--- config.mk ---
export PLATFORM = sky130hd
export DESIGN_NAME = multicycle_control_unit
export DESIGN_NICKNAME = d
export VERILOG_FILES = /design/src/rtl/mips_ctrl_pkg.sv /design/src/rtl/mcu_output_decoder.sv /design/src/rtl/multicycle_control_unit.sv
export SDC_FILE = /design/constraint.sdc
export NUM_CORES = 1
export LEC_CHECK = 0
export BUFFER_PORTS_ARGS = -buffer_cell sky130_fd_sc_hd__buf_2
export CORE_MARGIN = 1.5
export CORE_UTILIZATION = 53
export CTS_CLUSTER_DIAMETER = 30
export DETAILED_ROUTE_END_ITERATION = 8
export GPL_TIMING_DRIVEN = 0
export HOLD_SLACK_MARGIN = 0.15
export PLACE_DENSITY = 0.88
export SYNTH_ARGS = -nofsm -noshare
export SYNTH_HDL_FRONTEND = slang
export SYNTH_SLANG_ARGS = --single-unit
--- constraint.sdc ---
create_clock -name clk -period 2.7 [get_ports clk]
set_clock_uncertainty 0.05 [all_clocks]
set_input_delay 0.135 -clock clk [delete_from_list [all_inputs] [get_ports clk]]
set_output_delay 0.135 -clock clk [all_outputs]
set_load 0.1 [all_outputs]
--- src/rtl/mips_ctrl_pkg.sv ---
// Shared definitions for the multi-cycle MIPS control unit: opcodes,
// datapath select encodings, FSM state enum and the control word layout.
package mips_ctrl_pkg;

    // Opcode field values (instruction bits 31:26)
    localparam logic [5:0] OP_RTYPE = 6'b000000;
    localparam logic [5:0] OP_LW    = 6'b100011;
    localparam logic [5:0] OP_SW    = 6'b101011;
    localparam logic [5:0] OP_BEQ   = 6'b000100;
    localparam logic [5:0] OP_BNE   = 6'b000101;
    localparam logic [5:0] OP_BGTZ  = 6'b000111;
    localparam logic [5:0] OP_ADDI  = 6'b001000;
    localparam logic [5:0] OP_ANDI  = 6'b001100;
    localparam logic [5:0] OP_ORI   = 6'b001101;
    localparam logic [5:0] OP_SLTI  = 6'b001010;
    localparam logic [5:0] OP_J     = 6'b000010;

    // ALU operation codes
    localparam logic [2:0] ALU_ADD   = 3'b000;
    localparam logic [2:0] ALU_SUB   = 3'b001;
    localparam logic [2:0] ALU_FUNCT = 3'b010;
    localparam logic [2:0] ALU_OR    = 3'b011;
    localparam logic [2:0] ALU_SLT   = 3'b100;
    localparam logic [2:0] ALU_AND   = 3'b101;

    // ALU B operand select
    localparam logic [1:0] SRCB_REGB     = 2'b00;
    localparam logic [1:0] SRCB_FOUR     = 2'b01;
    localparam logic [1:0] SRCB_IMM      = 2'b10;
    localparam logic [1:0] SRCB_IMM_SHL2 = 2'b11;

    // Next-PC source select
    localparam logic [1:0] PCSRC_ALU    = 2'b00;
    localparam logic [1:0] PCSRC_ALUOUT = 2'b01;
    localparam logic [1:0] PCSRC_JUMP   = 2'b10;

    // Branch condition evaluated by the datapath when pc_write_cond is set
    localparam logic [1:0] BR_NONE = 2'b00;
    localparam logic [1:0] BR_EQ   = 2'b01;
    localparam logic [1:0] BR_NE   = 2'b10;
    localparam logic [1:0] BR_GTZ  = 2'b11;

    typedef enum logic [3:0] {
        IDLE,
        FETCH,
        DECODE,
        MEM_ADDR,
        MEM_READ,
        MEM_WB,
        MEM_WRITE,
        R_EXEC,
        R_WB,
        IMM_EXEC,
        IMM_WB,
        BRANCH,
        JUMP,
        TRAP
    } mcuState_t;

    localparam int STATE_W = $bits(mcuState_t);

    // One control word per cycle; field order is the flattened bus order.
    typedef struct packed {
        logic       pcWrite;
        logic       pcWriteCond;
        logic       irWrite;
        logic       iOrD;
        logic       memRead;
        logic       memWrite;
        logic       regWrite;
        logic       memToReg;
        logic       regDst;
        logic       aluSrcA;
        logic       extZero;
        logic [1:0] aluSrcB;
        logic [2:0] aluOp;
        logic [1:0] pcSource;
        logic [1:0] branchCond;
        logic       illegalOp;
        logic       instrDone;
    } ctrlWord_t;

    localparam int CTRL_W = $bits(ctrlWord_t);

    // ALU operation for the I-type arithmetic/logic group
    function automatic logic [2:0] immAluOp(input logic [5:0] op);
        case (op)
            OP_ANDI: immAluOp = ALU_AND;
            OP_ORI:  immAluOp = ALU_OR;
            OP_SLTI: immAluOp = ALU_SLT;
            default: immAluOp = ALU_ADD;
        endcase
    endfunction

    // Logical immediates are zero-extended, everything else sign-extended
    function automatic logic isZeroExt(input logic [5:0] op);
        isZeroExt = (op == OP_ANDI) || (op == OP_ORI);
    endfunction

    // Branch condition for the branch group
    function automatic logic [1:0] branchCondOf(input logic [5:0] op);
        case (op)
            OP_BEQ:  branchCondOf = BR_EQ;
            OP_BNE:  branchCondOf = BR_NE;
            OP_BGTZ: branchCondOf = BR_GTZ;
            default: branchCondOf = BR_NONE;
        endcase
    endfunction

endpackage

--- src/rtl/mcu_output_decoder.sv ---
// Combinational state -> control word table for the multi-cycle control unit.
// Outputs depend on the registered state and latched opcode; the only live
// input is the memory completion strobe, which qualifies the one-shot
// IR/PC write in FETCH and the final-state flag of a store.
module mcu_output_decoder
    import mips_ctrl_pkg::*;
#(
    parameter int OP_W = 6
) (
    input  logic [STATE_W-1:0] stateBits,
    input  logic [OP_W-1:0]    opLatched,
    input  logic               memReady,
    output logic [CTRL_W-1:0]  ctrlBits
);

    ctrlWord_t  word;
    logic [5:0] op;

    assign op       = 6'(opLatched);
    assign ctrlBits = word;

    // Decode one control word per state; anything not set is 0
    always_comb begin
        word = '0;
        case (mcuState_t'(stateBits))
            FETCH: begin
                word.memRead  = 1'b1;
                word.aluSrcB  = SRCB_FOUR;
                word.aluOp    = ALU_ADD;
                word.pcSource = PCSRC_ALU;
                word.irWrite  = memReady;
                word.pcWrite  = memReady;
            end
            DECODE: begin
                word.aluSrcB = SRCB_IMM_SHL2;
                word.aluOp   = ALU_ADD;
            end
            MEM_ADDR: begin
                word.aluSrcA = 1'b1;
                word.aluSrcB = SRCB_IMM;
                word.aluOp   = ALU_ADD;
            end
            MEM_READ: begin
                word.memRead = 1'b1;
                word.iOrD    = 1'b1;
            end
            MEM_WB: begin
                word.regWrite  = 1'b1;
                word.memToReg  = 1'b1;
                word.instrDone = 1'b1;
            end
            MEM_WRITE: begin
                word.memWrite  = 1'b1;
                word.iOrD      = 1'b1;
                word.instrDone = memReady;
            end
            R_EXEC: begin
                word.aluSrcA = 1'b1;
                word.aluSrcB = SRCB_REGB;
                word.aluOp   = ALU_FUNCT;
            end
            R_WB: begin
                word.regWrite  = 1'b1;
                word.regDst    = 1'b1;
                word.instrDone = 1'b1;
            end
            IMM_EXEC: begin
                word.aluSrcA = 1'b1;
                word.aluSrcB = SRCB_IMM;
                word.aluOp   = immAluOp(op);
                word.extZero = isZeroExt(op);
            end
            IMM_WB: begin
                word.regWrite  = 1'b1;
                word.instrDone = 1'b1;
            end
            BRANCH: begin
                word.aluSrcA     = 1'b1;
                word.aluSrcB     = SRCB_REGB;
                word.aluOp       = ALU_SUB;
                word.pcWriteCond = 1'b1;
                word.pcSource    = PCSRC_ALUOUT;
                word.branchCond  = branchCondOf(op);
                word.instrDone   = 1'b1;
            end
            JUMP: begin
                word.pcWrite   = 1'b1;
                word.pcSource  = PCSRC_JUMP;
                word.instrDone = 1'b1;
            end
            TRAP: begin
                word.illegalOp = 1'b1;
            end
            default: word = '0;
        endcase
    end

endmodule

--- src/rtl/multicycle_control_unit.sv ---
// Multi-cycle MIPS control unit: Moore FSM sequencing FETCH/DECODE/EXEC/MEM/WB,
// opcode latch, and a retired-instruction counter.
//
// Memory handshake: mem_ready is a completion strobe. In FETCH, MEM_READ and
// MEM_WRITE the access is held (state and strobes unchanged) until a cycle
// with mem_ready=1; that cycle completes the access and the FSM advances on
// the following edge. mem_ready in any other state has no effect.
module multicycle_control_unit
    import mips_ctrl_pkg::*;
#(
    parameter int OP_W          = 6,
    parameter int ALUOP_W       = 3,
    parameter int MEM_HANDSHAKE = 1,
    parameter int CNT_W         = 32
) (
    input  logic               clk,
    input  logic               rst_n,
    input  logic [OP_W-1:0]    op_code,
    input  logic               mem_ready,
    output logic               pc_write,
    output logic               pc_write_cond,
    output logic               ir_write,
    output logic               i_or_d,
    output logic               mem_read,
    output logic               mem_write,
    output logic               reg_write,
    output logic               mem_to_reg,
    output logic               reg_dst,
    output logic               alu_src_a,
    output logic               ext_zero,
    output logic [1:0]         alu_src_b,
    output logic [ALUOP_W-1:0] alu_op,
    output logic [1:0]         pc_source,
    output logic [1:0]         branch_cond,
    output logic               illegal_op,
    output logic               instr_done,
    output logic [CNT_W-1:0]   retire_count
);

    mcuState_t         state;
    mcuState_t         stateNext;
    logic [OP_W-1:0]   opLatched;
    logic [CNT_W-1:0]  retireCount;
    logic              memReadyEff;
    logic [CTRL_W-1:0] ctrlBits;
    ctrlWord_t         ctrl;

    // With the handshake disabled every access completes in one cycle
    assign memReadyEff = (MEM_HANDSHAKE != 0) ? mem_ready : 1'b1;

    // State register; reset abandons any instruction in flight
    always_ff @(posedge clk) begin
        if (!rst_n) begin
            state <= IDLE;
        end else begin
            state <= stateNext;
        end
    end

    // Capture the opcode in DECODE so later states ignore IR changes
    always_ff @(posedge clk) begin
        if (!rst_n) begin
            opLatched <= '0;
        end else if (state == DECODE) begin
            opLatched <= op_code;
        end
    end

    // Next-state logic; DECODE dispatches on the live opcode
    always_comb begin
        stateNext = state;
        case (state)
            IDLE:     stateNext = FETCH;
            FETCH:    if (memReadyEff) stateNext = DECODE;
            DECODE: begin
                case (op_code)
                    OP_W'(OP_RTYPE):                  stateNext = R_EXEC;
                    OP_W'(OP_LW), OP_W'(OP_SW):       stateNext = MEM_ADDR;
                    OP_W'(OP_BEQ), OP_W'(OP_BNE),
                    OP_W'(OP_BGTZ):                   stateNext = BRANCH;
                    OP_W'(OP_ADDI), OP_W'(OP_ANDI),
                    OP_W'(OP_ORI), OP_W'(OP_SLTI):    stateNext = IMM_EXEC;
                    OP_W'(OP_J):                      stateNext = JUMP;
                    default:                          stateNext = TRAP;
                endcase
            end
            MEM_ADDR: stateNext = (opLatched == OP_W'(OP_SW)) ? MEM_WRITE : MEM_READ;
            MEM_READ: if (memReadyEff) stateNext = MEM_WB;
            MEM_WB:   stateNext = FETCH;
            MEM_WRITE: if (memReadyEff) stateNext = FETCH;
            R_EXEC:   stateNext = R_WB;
            R_WB:     stateNext = FETCH;
            IMM_EXEC: stateNext = IMM_WB;
            IMM_WB:   stateNext = FETCH;
            BRANCH:   stateNext = FETCH;
            JUMP:     stateNext = FETCH;
            TRAP:     stateNext = FETCH;
            default:  stateNext = IDLE;
        endcase
    end

    mcu_output_decoder #(
        .OP_W (OP_W)
    ) uDecoder (
        .stateBits (state),
        .opLatched (opLatched),
        .memReady  (memReadyEff),
        .ctrlBits  (ctrlBits)
    );

    assign ctrl = ctrlWord_t'(ctrlBits);

    // Count instructions on their final cycle; wraps naturally
    always_ff @(posedge clk) begin
        if (!rst_n) begin
            retireCount <= '0;
        end else if (ctrl.instrDone) begin
            retireCount <= retireCount + 1'b1;
        end
    end

    assign pc_write      = ctrl.pcWrite;
    assign pc_write_cond = ctrl.pcWriteCond;
    assign ir_write      = ctrl.irWrite;
    assign i_or_d        = ctrl.iOrD;
    assign mem_read      = ctrl.memRead;
    assign mem_write     = ctrl.memWrite;
    assign reg_write     = ctrl.regWrite;
    assign mem_to_reg    = ctrl.memToReg;
    assign reg_dst       = ctrl.regDst;
    assign alu_src_a     = ctrl.aluSrcA;
    assign ext_zero      = ctrl.extZero;
    assign alu_src_b     = ctrl.aluSrcB;
    assign alu_op        = ALUOP_W'(ctrl.aluOp);
    assign pc_source     = ctrl.pcSource;
    assign branch_cond   = ctrl.branchCond;
    assign illegal_op    = ctrl.illegalOp;
    assign instr_done    = ctrl.instrDone;
    assign retire_count  = retireCount;

endmodule
After elaboration in Yosys (flattened, before gate mapping) --
Cells that the tools add are included. Widths: inputs -> output; s select.
Word-level totals: register bits after elaboration 42, bits of input ports 9, output and inout port bits 54, word-level logic and storage cells 74
Cells by class: add/sub/neg operators 1, equality and inequality tests 33, muxes and demuxes 24, reduce and logical (&&, ||, !) cells 13
Operators by type and width (count):
- $eq 6x4->1 const B | 7
- $eq 6x3->1 const B | 6
- $add 32x1->32 const B | 1
- $pmux 4 s8 | 1
- $pmux 5 s6 | 1
- $eq 4x4->1 const B | 6
- $pmux 4 s5 | 1
- $eq 6x6->1 const B | 3
- $eq 4x3->1 const B | 4
- $mux 4 | 3
- $mux 1 | 11
- $pmux 3 s3 | 1
- $eq 4x2->1 const B | 2
- $reduce_or 4->1 | 2
- $reduce_or 7->1 | 1
- $eq 6x2->1 const B | 1
- $logic_not 6->1 | 1
- $ne 2x2->1 const B | 3
- $pmux 2 s3 | 1
- $reduce_or 2->1 | 3
- $reduce_or 3->1 | 2
- $reduce_or 5->1 | 1
- $eq 4x1->1 const B | 1
- $logic_not 4->1 | 1
- other kinds (5) | 7

Longest topological paths before layout --
Gate-level depths: netlist of the first run.
depth in word-level cells 4, gate-level depth with buffers 8, gate-level depth less buffers 6

By module --
A second synthesis of the first run with hierarchy kept.
Unflattened totals: cells, all modules 307, area, all modules 2413.6 µm²
By module, submodules not included:
- multicycle_control_unit | instances 1, cells each 253, area each 2097.0 µm²
- mcu_output_decoder | instances 1, cells each 54, area each 316.6 µm²

Worst setup path after synthesis of the first run --
No wires, ideal clock.
path type reg-to-output, start register state[0], end output port alu_op[1], arrival time 3931 ps, required time 2515 ps, slack -1416 ps, stages on the path, launching flop included 8, buffers on the path 2, path through dfxtp_1 > buf_2 > nand2b_1 > buf_4 > nor2_1 > nand2_1 > nor3_1 > o2bb2ai_1
On the way: word-level cells in the longest chain between the ends 2, elaborated cells on any way between the ends 7, classes of those cells eq/ne: 6; mux: 1
RTL lines:
- start, declared | RTL line multicycle_control_unit.sv:40 | mcuState_t state;
- start signal, assigned | RTL line multicycle_control_unit.sv:56 | state <= stateNext;
- $eq 4x4->1 (tied with other cells) | RTL line mcu_output_decoder.sv:25 | case (mcuState_t'(stateBits))
- $pmux 5 s6 * | RTL line mcu_output_decoder.sv:25
- end, declared | RTL line multicycle_control_unit.sv:32 | output logic [ALUOP_W-1:0] alu_op,
Every way passes the cells marked *; elsewhere a longest branch is shown, timed or not.

Worst setup path in the final report of the first run --
start register state[1], end output port branch_cond[0]
On the way: word-level cells in the longest chain between the ends 2
RTL lines:
- $eq 4x4->1 | RTL line mcu_output_decoder.sv:25
- $mux 2 | RTL line mcu_output_decoder.sv:25
- end, declared | RTL line multicycle_control_unit.sv:34 | output logic [1:0] branch_cond,
No other way between the ends.

==> summary.txt, run 1 <==
Global route
  • Largest net degree at the start of global routing: 15
  • First-pass GRT wire length: 10,500 µm
  • Vias in the first global route: between 2,000 and 2,500
  • Initial antenna violation count: 0
  • Total grt overflow: 0
  • Total Routing Usage GR: 25.5%

Clocking
  • Postcts setup bufs: 0
  • H-tree levels: 2
  • Clk_lat worst skew: a little over 0.3 ns
  • Num CTS Buffers: 5
  • Reg clk slew, reported paths: around 0.080 ns
  • Clock Tree Root: clkbuf_8
  • CTS Sinks: 42
  • TritonCTS clock tree: built
  • Clk buf depth: 2

Drt
  • Initial drt markers: 394
  • Via/cell ratio: between 5 and 6
  • DRT Wirelength: 6470 µm
  • DR pass1 iterations: 5
  • Post-route DRC: 0
  • Vias post-DR: about 2,600
  • Routed wire per std cell: 14.7 µm
  • Final ANT Viol Nets: 0

Timing
  • RSZ-0062 raised after global routing: no
  • Worst-margin pin slew: between 0.7 and 0.8 ns
  • Final hold vios: 0
  • Fmax: 0.396 GHz
  • Rel. slew slack: between 40% and 50%
  • Final Max Tran Viols: 0
  • Min Hold Slack: between 0.2 and 0.25 ns
  • Worst setup margin: 0.177 ns
  • Tcrit/Tclk final: between 90% and 100%
  • Setup_tns: 0 ns
  • Post-layout minimum cycle time: about 2.5 ns
  • Setup violations, final: 0

Hold path
  • Worst hold path type: input port to flop
  • Hold path depth: 4

Setup path
  • Crit-path max cell delay: about 0.54 ns
  • Reg2Reg Depth: 6
  • CP Depth: 5
  • CP Class: flop to output pin
  • CP endpoint kind: output pin
  • WP data required: between 2 and 3 ns
  • Critical path arrival: between 2 and 2.5 ns
  • Critical path launch point type: flop
  • CP Max Fanout: 10
  • Buf/Inv on CP: 2
  • Slowest CP cell: or4_1
  • CP delay by family, top: simple AND/OR/NAND/NOR gates
  • Crit path cell chain: clkbuf_2 > nand2_1 > or4_1 > nor2_1 > buf_2

Yosys
  • Simple-Gate Fraction of Synth Area: a little under a third
  • FF+latch count, synth: 42
  • Combinational family with the most area after synthesis: simple AND/OR/NAND/NOR gates
  • Synthesized area per cell: between 7 and 8 µm²
  • EDFF count, synth: 0
  • Sequential fraction of the synthesis area: 34.5%
  • Top-count cell post-synth: dfxtp_1
  • Post-synth ARST share: 0%
  • Synthesized instance count: a little over 300
  • Post-Synthesis Cell Area: around 2400 µm²
  • Synth Area in Adders: less than 1%
  • Largest area contributor in the netlist: dfxtp_1
  • Synth Area in Compound Gates: between 20% and 30%
  • Top-area cell type share of the netlist area: between 30 and 40%
  • Synth top cells by count: dfxtp_1, nor2_1, nand2_1
  • Yosys cell types: 54
  • Post-synth top flop: dfxtp_1
  • Post-synthesis mux area share: less than 1%
  • Xor/xnor share of the synthesized area: just over 7%
  • Net Count, Synth: 320
  • Synth area leaders: dfxtp_1, a21oi_1, nor2_1, nand2_1, xnor2_1
  • Warnings from Yosys: 0

Power
  • Final Power: around 1.9 mW
  • Gate power share: between 30% and 40%
  • P_sw: approximately 760 µW
  • Sequential share of power: about a third
  • Switching Share: between 30 and 40%
  • PD cells: 625 nW/µm²
  • Clock Power Share: 31.9%
  • VDD IR max: 0.436 mV
  • Leakage power: 1.24 nW
  • Internal power: roughly 1.1 mW

Cells and area
  • Share of layout cells above drive strength 1: approximately a quarter
  • Fin util: between 60% and 70%
  • Design Area, Final: ~3100 µm²
  • Post-Layout Cell Count: 439
  • Layout area overhead: 25.4%
  • ANT cells: 0
  • Nets: roughly 400

Placement
  • Setup WS pre-CTS: roughly 0.32 ns
  • Buffers on Ports: 62
  • Placed cell areas: roughly 2800 µm²
  • Placer Congestion: slightly below 0.9
  • Placed Instances: approximately 420
  • DPL Wire Length: around 4500 µm

Floorplan
  • FP Rows: 24
  • Die W: roughly 71 µm
  • Initial Utilization: about 56%
  • # IOs: 63
  • Core Area: 4380 µm²
  • Die Y: about 71 µm
  • Die area: 5020 µm²

Outcome
  • Status: finished, final reports clean

Job
  • MaxCap Viol Count: 0
registers in the layout (all words and copies together) (netlist names):
name / count
state: 4
opLatched: 6
retire_count: 32
power groups by stage:
| stage | registers, mW | clock network (mW) | logic [mW] |
|---|---|---|---|
| global placement | 0.679 | 0 | 0.608 |
| finish | 0.666 | 0.609 | 0.636 |
| CTS | 0.665 | 0.615 | 0.625 |
| floorplan | 0.696 | 0 | 0.496 |
| global route | 0.670 | 0.634 | 0.668 |
| detailed placement | 0.680 | 0 | 0.615 |
routing by layer:
layer | routed length (µm) | GRT usage [%] | vias to the layer above | share of wire, %
met5 | 0 | 0 | - | 0
met4 | 82 | 8.39 | 0 | 1.3
met3 | 492 | 6.41 | 11 | 7.6
met2 | 3060 | 39.7 | 116 | 47
met1 | 2840 | 34.7 | 1216 | 44
li1 | - | - | 1267 | -
logic make-up after synthesis:
kind of cell | after synthesis
AO/OA/AOI/OAI | 79
XOR/XNOR | 20
adder cells (fa/ha/maj) | 1
buffers and inverters | 27
flip-flops | 42
multiplexers | 1
AND/OR/NAND/NOR | 140
layout make-up:
cell class,instances,area [µm²]
Multi-Input combinational cell,241,1520
Fill cell,355,1330
Sequential cell,42,841
Timing Repair Buffer,69,380
Buffer,16,75.1
Clock buffer,5,68.8
Clock inverter,3,68.8
Tap cell,52,65.1
Inverter,11,41.3
what timing repair did:
item                       in CTS  in global routing
resized for setup               1                  0
hold endpoints to repair       10                  0
setup endpoints to repair       1                  0
hold buffers                    7                  0
placed cells by master, fill, tap and decap left out, drive strengths merged, types with 3 or more instances in the layout:
cell type / count
nand2b: 7
dfxtp: 42
o31ai: 3
inv: 11
and2: 4
or4: 4
dlygate4sd3: 7
xnor2: 12
a21oi: 31
nor3: 8
or3: 8
a211oi: 5
o211ai: 6
buf: 68
xor2: 8
o21ai: 13
and4: 3
nand2: 35
clkbuf: 15
a2111oi: 3
nor2: 36
o2111ai: 3
and3: 7
nand4: 6
nand3: 10
worst reg2reg max path, stage by stage, from the launching register on:
cell      delay, ns
dfxtp_1        0.45
mux2i_1        0.28
and3_1         0.18
clkbuf_1       0.35
o211ai_2       0.21
or4_1          0.44
a21oi_1        0.15
final timing paths:
check	startpoint	slack, ns	to
worst max register to register	state[1]	0.53	retire_count[30]
worst min register to register	opLatched[5]	0.43	opLatched[5]
worst min-delay path	mem_ready	0.24	state[2]
worst max-delay path	state[1]	0.18	branch_cond[0]
Power figures use the tool's default switching activity.
==> inputs of run 2 (changes only) <==
--- a/config.mk
+++ b/config.mk
@@ -5,14 +5,16 @@
 export SDC_FILE = /design/constraint.sdc
 export NUM_CORES = 1
 export LEC_CHECK = 0
+export ABC_AREA = 1
 export BUFFER_PORTS_ARGS = -buffer_cell sky130_fd_sc_hd__buf_2
 export CORE_MARGIN = 1.5
-export CORE_UTILIZATION = 53
+export CORE_UTILIZATION = 55
 export CTS_CLUSTER_DIAMETER = 30
 export DETAILED_ROUTE_END_ITERATION = 8
 export GPL_TIMING_DRIVEN = 0
 export HOLD_SLACK_MARGIN = 0.15
-export PLACE_DENSITY = 0.88
+export PLACE_DENSITY = 0.89
+export RECOVER_POWER = 25
 export SYNTH_ARGS = -nofsm -noshare
 export SYNTH_HDL_FRONTEND = slang
 export SYNTH_SLANG_ARGS = --single-unit
==> run 2 against run 1 <==
  * Sequential power rose by 11%
  * Global-route usage is 4.9 points higher
  * Sequential share of layout area fell by 3.0 points
==> summary.txt, run 2 <==
Outcome
  • Status: finished, final reports clean (unchanged)

Global route
  • Met1 GRT Util: 36.4% (was 34.7%)
  • Total grt overflow: 0 (unchanged)
  • Grt peak-use layer: met2 (unchanged)
  • Met2 Use GR: 53.8% (was 39.7%)
  • Largest net degree at the start of global routing: 13 (was 15)
  • Initial antenna violation count: 0 (unchanged)
  • First-pass GRT wire length: 13,100 µm (was 10,500 µm)
  • Vias in the first global route: 2,988 (was 2,251)
  • Met3 usage: 4.82% (was 6.41%)
  • Total Routing Usage GR: 30.4% (was 25.5%)

Setup path
  • CP Max Fanout: 10 (unchanged)
  • Reg2reg start: state[3] (was state[1])
  • Slowest CP cell: buf_2 (was or4_1)
  • WP data required: 2.52 ns (about the same)
  • Critical path launch point type: flop (unchanged)
  • Crit path cell chain: buf_4 > inv_2 > nand2_1 > nor2_4 > nor2_1 > nand4_2 > buf_2 > buf_2 (was clkbuf_2 > nand2_1 > or4_1 > nor2_1 > buf_2)
  • Worst R2R End: opLatched[2] (was retire_count[30])
  • Critical path arrival: 2.11 ns (was 2.34 ns)
  • Crit-path max cell delay: 0.48 ns (was 0.54 ns)
  • CP endpoint kind: output pin (unchanged)
  • Worst reg-to-reg setup slack: 0.55 ns (was 0.53 ns)
  • Reg2Reg Depth: 7 (was 6)
  • CP Class: flop to output pin (unchanged)
  • Most used cell, CP: buf_2

Drt
  • Via/cell ratio: 5.40 (was 5.95)
  • Final ANT Viol Nets: 0 (unchanged)
  • DRT Wirelength: 8400 µm (was 6470 µm)
  • Initial drt markers: 317 (was 394)
  • Vias post-DR: 3,418 (was 2,610)
  • Routed wire per std cell: 13.3 µm (was 14.7 µm)
  • DR pass1 iterations: 5 (unchanged)
  • Post-route DRC: 0 (unchanged)

Hold path
  • WHS Endpoint: state[0] (was state[2])
  • Worst hold path startpoint: mem_ready (unchanged)
  • Hold path depth: 4 (unchanged)
  • Worst hold path type: input port to flop (unchanged)

Timing
  • RSZ-0062 raised after global routing: no (unchanged)
  • Fmax: 0.435 GHz (was 0.396 GHz)
  • Worst-margin pin slew: 1.18 ns (was 0.774 ns)
  • Rel. slew slack: 21.9% (was 48.0%)
  • Setup violations, final: 0 (unchanged)
  • Final hold vios: 0 (unchanged)
  • Post-layout minimum cycle time: 2.30 ns (was 2.52 ns)
  • Tcrit/Tclk final: 85.2% (was 93.5%)
  • Min Hold Slack: 0.161 ns (was 0.244 ns)
  • Final Max Tran Viols: 0 (unchanged)

Cells and area
  • Nets: 572 (was 396)
  • Max reg flops: 32 (unchanged)
  • Share of layout cells above drive strength 1: 14.7% (was 24.3%)
  • Layout area overhead: 20.1% (was 25.4%)
  • ANT cells: 0 (unchanged)
  • Design Area, Final: 3440 µm² (was 3060 µm²)
  • Most frequent cells in the layout: nand2_1, nor2_1, nand3_1, buf_2 (was buf_2, dfxtp_1, nand2_1, nor2_1, a21oi_1)
  • Most common cell after layout, fill and taps aside: nand2_1 (was buf_2)

Floorplan
  • Die Y: 75.2 µm (was 70.8 µm)
  • Die W: 75.2 µm (was 70.8 µm)
  • Core Area: 5070 µm² (was 4380 µm²)
  • FP Rows: 26 (was 24)
  • Die area: 5650 µm² (was 5020 µm²)
  • # IOs: 63 (unchanged)
  • Initial Utilization: 56.4% (was 55.6%)

Clocking
  • Clock Tree Root: clkbuf_8 (unchanged)
  • Clk buf depth: 2 (unchanged)
  • Clk_lat worst skew: 0.30 ns (was 0.31 ns)
  • CTS Sinks: 42 (unchanged)
  • Num CTS Buffers: 5 (unchanged)
  • Post_cts resized: 0 (was 1)
  • TritonCTS clock tree: built (unchanged)
  • Reg clk slew, reported paths: 0.08 ns (about the same)
  • H-tree levels: 2 (unchanged)

Yosys
  • Top-count cell post-synth: nand2_1 (was dfxtp_1)
  • Post-Synthesis Cell Area: 2860 µm² (was 2440 µm²)
  • Largest area contributor in the netlist: dfxtp_1 (unchanged)
  • Post-synth top flop: dfxtp_1 (unchanged)
  • EDFF count, synth: 0 (unchanged)
  • Post-synth ARST share: 0% (unchanged)
  • Synthesized area per cell: 5.91 µm² (was 7.87 µm²)
  • FF+latch count, synth: 42 (unchanged)
  • Synth top cells by count: nand2_1, nor2_1, nand3_1 (was dfxtp_1, nor2_1, nand2_1)
  • Yosys cell types: 30 (was 54)
  • Synth area leaders: dfxtp_1, nand2_1, nor2_1, nand3_1, a21oi_1 (was dfxtp_1, a21oi_1, nor2_1, nand2_1, xnor2_1)
  • Warnings from Yosys: 0 (unchanged)
  • Synthesized instance count: 485 (was 310)
  • Sequential fraction of the synthesis area: 29.4% (was 34.5%)
  • Net Count, Synth: 495 (was 320)
  • Top-area cell type share of the netlist area: 29.4% (was 34.5%)

Placement
  • DPL Wire Length: 6230 µm (was 4540 µm)
  • Placer Congestion: 0.932 (was 0.882)
  • Buffers on Ports: 62 (unchanged)
  • Placed cell areas: 3300 µm² (was 2850 µm²)

Job
  • MaxCap Viol Count: 0 (unchanged)

Power
  • VDD IR max: 1.02 mV (was 0.436 mV)
  • Leakage power: 1.38 nW (was 1.24 nW)
  • Final Power: 2.39 mW (was 1.91 mW)
  • PD cells: 694 nW/µm² (was 625 nW/µm²)
-- run 2: timing repair --
action                                 4_1_cts  5_1_grt
hold buffers                                 8        0
setup buffers                                0        0
endpoints found under the hold margin        6        0
-- run 2: cell type report --
| class | instances | area (µm²) |
|---|---|---|
| multi-input cells | 378 | 1780 |
| plain buffers | 14 | 86.3 |
| flip-flops and latches | 42 | 841 |
| fillers | 482 | 1640 |
| clock buffers | 7 | 86.3 |
| clock inverters | 1 | 5.00 |
| well taps | 70 | 87.6 |
| inverters | 51 | 194 |
| repair buffers | 70 | 360 |
-- run 2: layer usage --
metal  share of wire [%]  up-vias
li1                    -     1703
met1                  42     1539
met2                  48      150
met3                 6.6       26
met4                 3.2        0
met5                   0        -
-- run 2: kinds of logic after synthesis --
logic type / after synthesis / synth area share (%)
AO/OA/AOI/OAI: 63 / 11.3
XOR/XNOR: 10 / 3.06
adder cells (fa/ha/maj): 1 / 0.437
buffers and inverters: 65 / 9.79
flip-flops: 42 / 29.4
AND/OR/NAND/NOR: 304 / 46.1
-- run 2: worst max path at each step --
stage | from | endpoint | cells past startpoint
final | state[0] | instr_done | 8
after global routing | state[0] | instr_done | 8
after CTS | state[0] | instr_done | 8
after detailed placement | retire_count[0] | retire_count[10] | 8
after global placement | state[2] | instr_done | 6
after floorplan | state[0] | alu_op[0] | 7
-- run 2: worst max-delay path: cells and delay by family (launching register included) --
kind / cells / cell delay (ns)
buf+inv: 4 / 1.03
simple gates: 4 / 0.49
flops: 1 / 0.30
-- run 2: power breakdown --
part	internal [mW]	leakage [nW]	switching [mW]
sequential	0.674	0.339	0.0645
combinational	0.235	0.988	0.986
clock	0.207	0.0482	0.222
total	1.12	1.38	1.27
-- run 2: metrics by stage --
step	worst slack, ns	utilization, %	cells	setup TNS, ns
2_1_floorplan	-0.184	-	485	-0.491
3_3_place_gp	0.750	65.0	617	0
3_5_place_dp	0.739	65.0	617	0
4_1_cts	0.416	68.3	633	0
5_1_grt	0.295	67.8	633	0
6_report	0.400	67.8	633	0
==> inputs of run 3 (changes only) <==
--- a/config.mk
+++ b/config.mk
@@ -14,7 +14,7 @@
 export GPL_TIMING_DRIVEN = 0
 export HOLD_SLACK_MARGIN = 0.15
 export PLACE_DENSITY = 0.89
-export RECOVER_POWER = 25
+export RECOVER_POWER = 100
 export SYNTH_ARGS = -nofsm -noshare
 export SYNTH_HDL_FRONTEND = slang
 export SYNTH_SLANG_ARGS = --single-unit
==> run 3 against run 2 <==
  * Non-clock buffer count stayed put
  * First-iteration DRC count down 12%
  * Sequential cell count did not move
==> summary.txt, run 3 (synthesis results as in run 2) <==
Drt
  • Final ANT Viol Nets: 0 (unchanged)
  • DR pass1 iterations: 5 (unchanged)
  • Post-route DRC: 0 (unchanged)
  • DRT Wirelength: 8420 µm (was 8400 µm)
  • Via/cell ratio: 5.41 (was 5.40)
  • Initial drt markers: 280 (was 317)
  • Routed wire per std cell: 13.3 µm (about the same)
  • Vias post-DR: 3,422 (was 3,418)

Clocking
  • Clk_lat worst skew: 0.30 ns (about the same)
  • Reg clk slew, reported paths: 0.08 ns (about the same)
  • Clk buf depth: 2 (unchanged)
  • CTS Sinks: 42 (unchanged)
  • TritonCTS clock tree: built (unchanged)
  • H-tree levels: 2 (unchanged)
  • Post_cts resized: 0 (unchanged)
  • Num CTS Buffers: 5 (unchanged)
  • Postcts setup bufs: 0 (unchanged)
  • Clock Tree Root: clkbuf_8 (unchanged)

Power
  • Internal power: 1.09 mW (was 1.12 mW)
  • Switching Share: 53.5% (was 53.3%)
  • VDD IR max: 0.970 mV (was 1.02 mV)
  • Final Power: 2.34 mW (was 2.39 mW)
  • Sequential share of power: 31.4% (was 30.9%)
  • Leakage power: 1.27 nW (was 1.38 nW)
  • PD cells: 695 nW/µm² (was 694 nW/µm²)
  • Gate power share: 50.3% (was 51.1%)
  • Clock Power Share: 18.3% (was 17.9%)
  • P_sw: 1.25 mW (was 1.27 mW)

Setup path
  • CP endpoint kind: output pin (unchanged)
  • Buf/Inv on CP: 3 (was 4)
  • CP Max Fanout: 10 (unchanged)
  • Reg2Reg Depth: 7 (unchanged)
  • Crit-path max cell delay: 0.51 ns (was 0.48 ns)
  • CP Class: flop to output pin (unchanged)
  • CP delay by family, top: buffers and inverters (unchanged)
  • Worst reg-to-reg setup slack: 0.43 ns (was 0.55 ns)
  • Slowest CP cell: clkbuf_2 (was buf_2)
  • Worst R2R End: opLatched[2] (unchanged)
  • Reg2reg start: state[3] (unchanged)
  • Critical path arrival: 2.21 ns (was 2.11 ns)
  • Crit path cell chain: nand2_1 > inv_4 > nand3_2 > nand4_1 > buf_2 > clkbuf_2 (was buf_4 > inv_2 > nand2_1 > nor2_4 > nor2_1 > nand4_2 > buf_2 > buf_2)
  • Critical path launch point type: flop (unchanged)
  • WP data required: 2.52 ns (about the same)

Cells and area
  • Most common cell after layout, fill and taps aside: nand2_1 (unchanged)
  • Footprint of the multi-input gates: 1740 µm² (was 1780 µm²)
  • Nets: 572 (unchanged)
  • Post-Layout Cell Count: 633 (unchanged)
  • Max reg flops: 32 (unchanged)
  • Share of layout cells above drive strength 1: 9.41% (was 14.7%)
  • Fill cells: 504 (was 482)
  • ANT cells: 0 (unchanged)
  • Most frequent cells in the layout: nand2_1, nor2_1, nand3_1, clkbuf_1, inv_1 (was nand2_1, nor2_1, nand3_1, buf_2)
  • Layout area overhead: 17.7% (was 20.1%)
  • Reg area: 841 µm² (unchanged)

Floorplan
  • Core Area: 5070 µm² (unchanged)
  • Die area: 5650 µm² (unchanged)
  • Die Y: 75.2 µm (unchanged)
  • # IOs: 63 (unchanged)
  • Initial Utilization: 56.4% (unchanged)
  • FP Rows: 26 (unchanged)
  • Die W: 75.2 µm (unchanged)

Hold path
  • Hold path depth: 4 (unchanged)
  • Worst hold path startpoint: mem_ready (unchanged)
  • WHS Endpoint: state[0] (unchanged)
  • Worst hold path type: input port to flop (unchanged)

Timing
  • Post-layout minimum cycle time: 2.39 ns (was 2.30 ns)
  • Min Hold Slack: 0.163 ns (was 0.161 ns)
  • Setup violations, final: 0 (unchanged)
  • Tcrit/Tclk final: 88.6% (was 85.2%)
  • Worst-margin pin slew: 1.18 ns (about the same)
  • Rel. slew slack: 21.8% (was 21.9%)
  • Final Max Tran Viols: 0 (unchanged)
  • RSZ-0062 raised after global routing: no (unchanged)
  • Final hold vios: 0 (unchanged)
  • Fmax: 0.418 GHz (was 0.435 GHz)
  • Setup_tns: 0 ns (unchanged)

Global route
  • Initial antenna violation count: 0 (unchanged)
  • First-pass GRT wire length: 13,100 µm (unchanged)
  • Vias in the first global route: 2,988 (unchanged)
  • Largest net degree at the start of global routing: 13 (unchanged)
  • Total grt overflow: 0 (unchanged)
  • Total Routing Usage GR: 30.4% (unchanged)

Job
  • MaxCap Viol Count: 0 (unchanged)

Placement
  • Placer Congestion: 0.932 (unchanged)
  • Placed Instances: 617 (unchanged)
  • DPL Wire Length: 6230 µm (unchanged)
  • Buffers on Ports: 62 (unchanged)

Outcome
  • Status: finished, final reports clean (unchanged)
## run 3: cell types whose count changed in the layout (fill, tap and decap cells not counted), sizes merged
cell,previous run,this run
buf,49,17
clkbuf,34,66
## run 3: final cells by class
cell class	count	share of cell area [%]
multi-input cells	378	51.5
inverters	51	5.75
repair buffers	70	9.99
plain buffers	14	2.49
well taps	70	2.60
flip-flops and latches	42	24.9
clock inverters	1	0.148
clock buffers	7	2.56
## run 3: tightest hold or removal path: stages
cell and delay [ns]:
buf_2 0.10, inv_1 0.09, nand2_1 0.08, a21oi_1 0.05
## run 3: per-stage QoR
step,cell area [µm²],setup WS [ns],utilization (%)
after detailed placement,3300,0.739,65.0
after global routing,3370,0.182,66.4
after floorplan,2900,-0.184,-
after global placement,3300,0.750,65.0
final,3370,0.308,66.4
after CTS,3470,0.416,68.3
## run 3: worst max-delay path by stage
stage	depth (start not counted)	startpoint	slack, ns	to
final	6	state[2]	0.31	instr_done
after global placement	6	state[2]	0.75	instr_done
after floorplan	7	state[0]	-0.18	alu_op[0]
after detailed placement	8	retire_count[0]	0.74	retire_count[10]
after global routing	9	state[3]	0.18	retire_count[20]
after CTS	8	state[0]	0.42	instr_done
## run 3: layer usage
metal | part of all wire [%] | vias up | global-route usage (%)
met1 | 41 | 1525 | 36.4
met2 | 49 | 176 | 53.8
met3 | 7.6 | 21 | 4.82
met5 | 0 | - | 0
met4 | 2.4 | 0 | 12.9
li1 | - | 1700 | -
## run 3: timing repair
item	in CTS	in global routing
hold buffers	8	0
hold endpoints to repair	6	0
setup endpoints to repair	0	0
## run 3: power by group through the flow
stage	clock, mW	combinational, mW	sequential [mW]
after floorplan	0	0.929	0.799
after global placement	0	1.18	0.745
after detailed placement	0	1.19	0.746
after CTS	0.429	1.21	0.732
after global routing	0.450	1.24	0.742
final	0.429	1.18	0.735
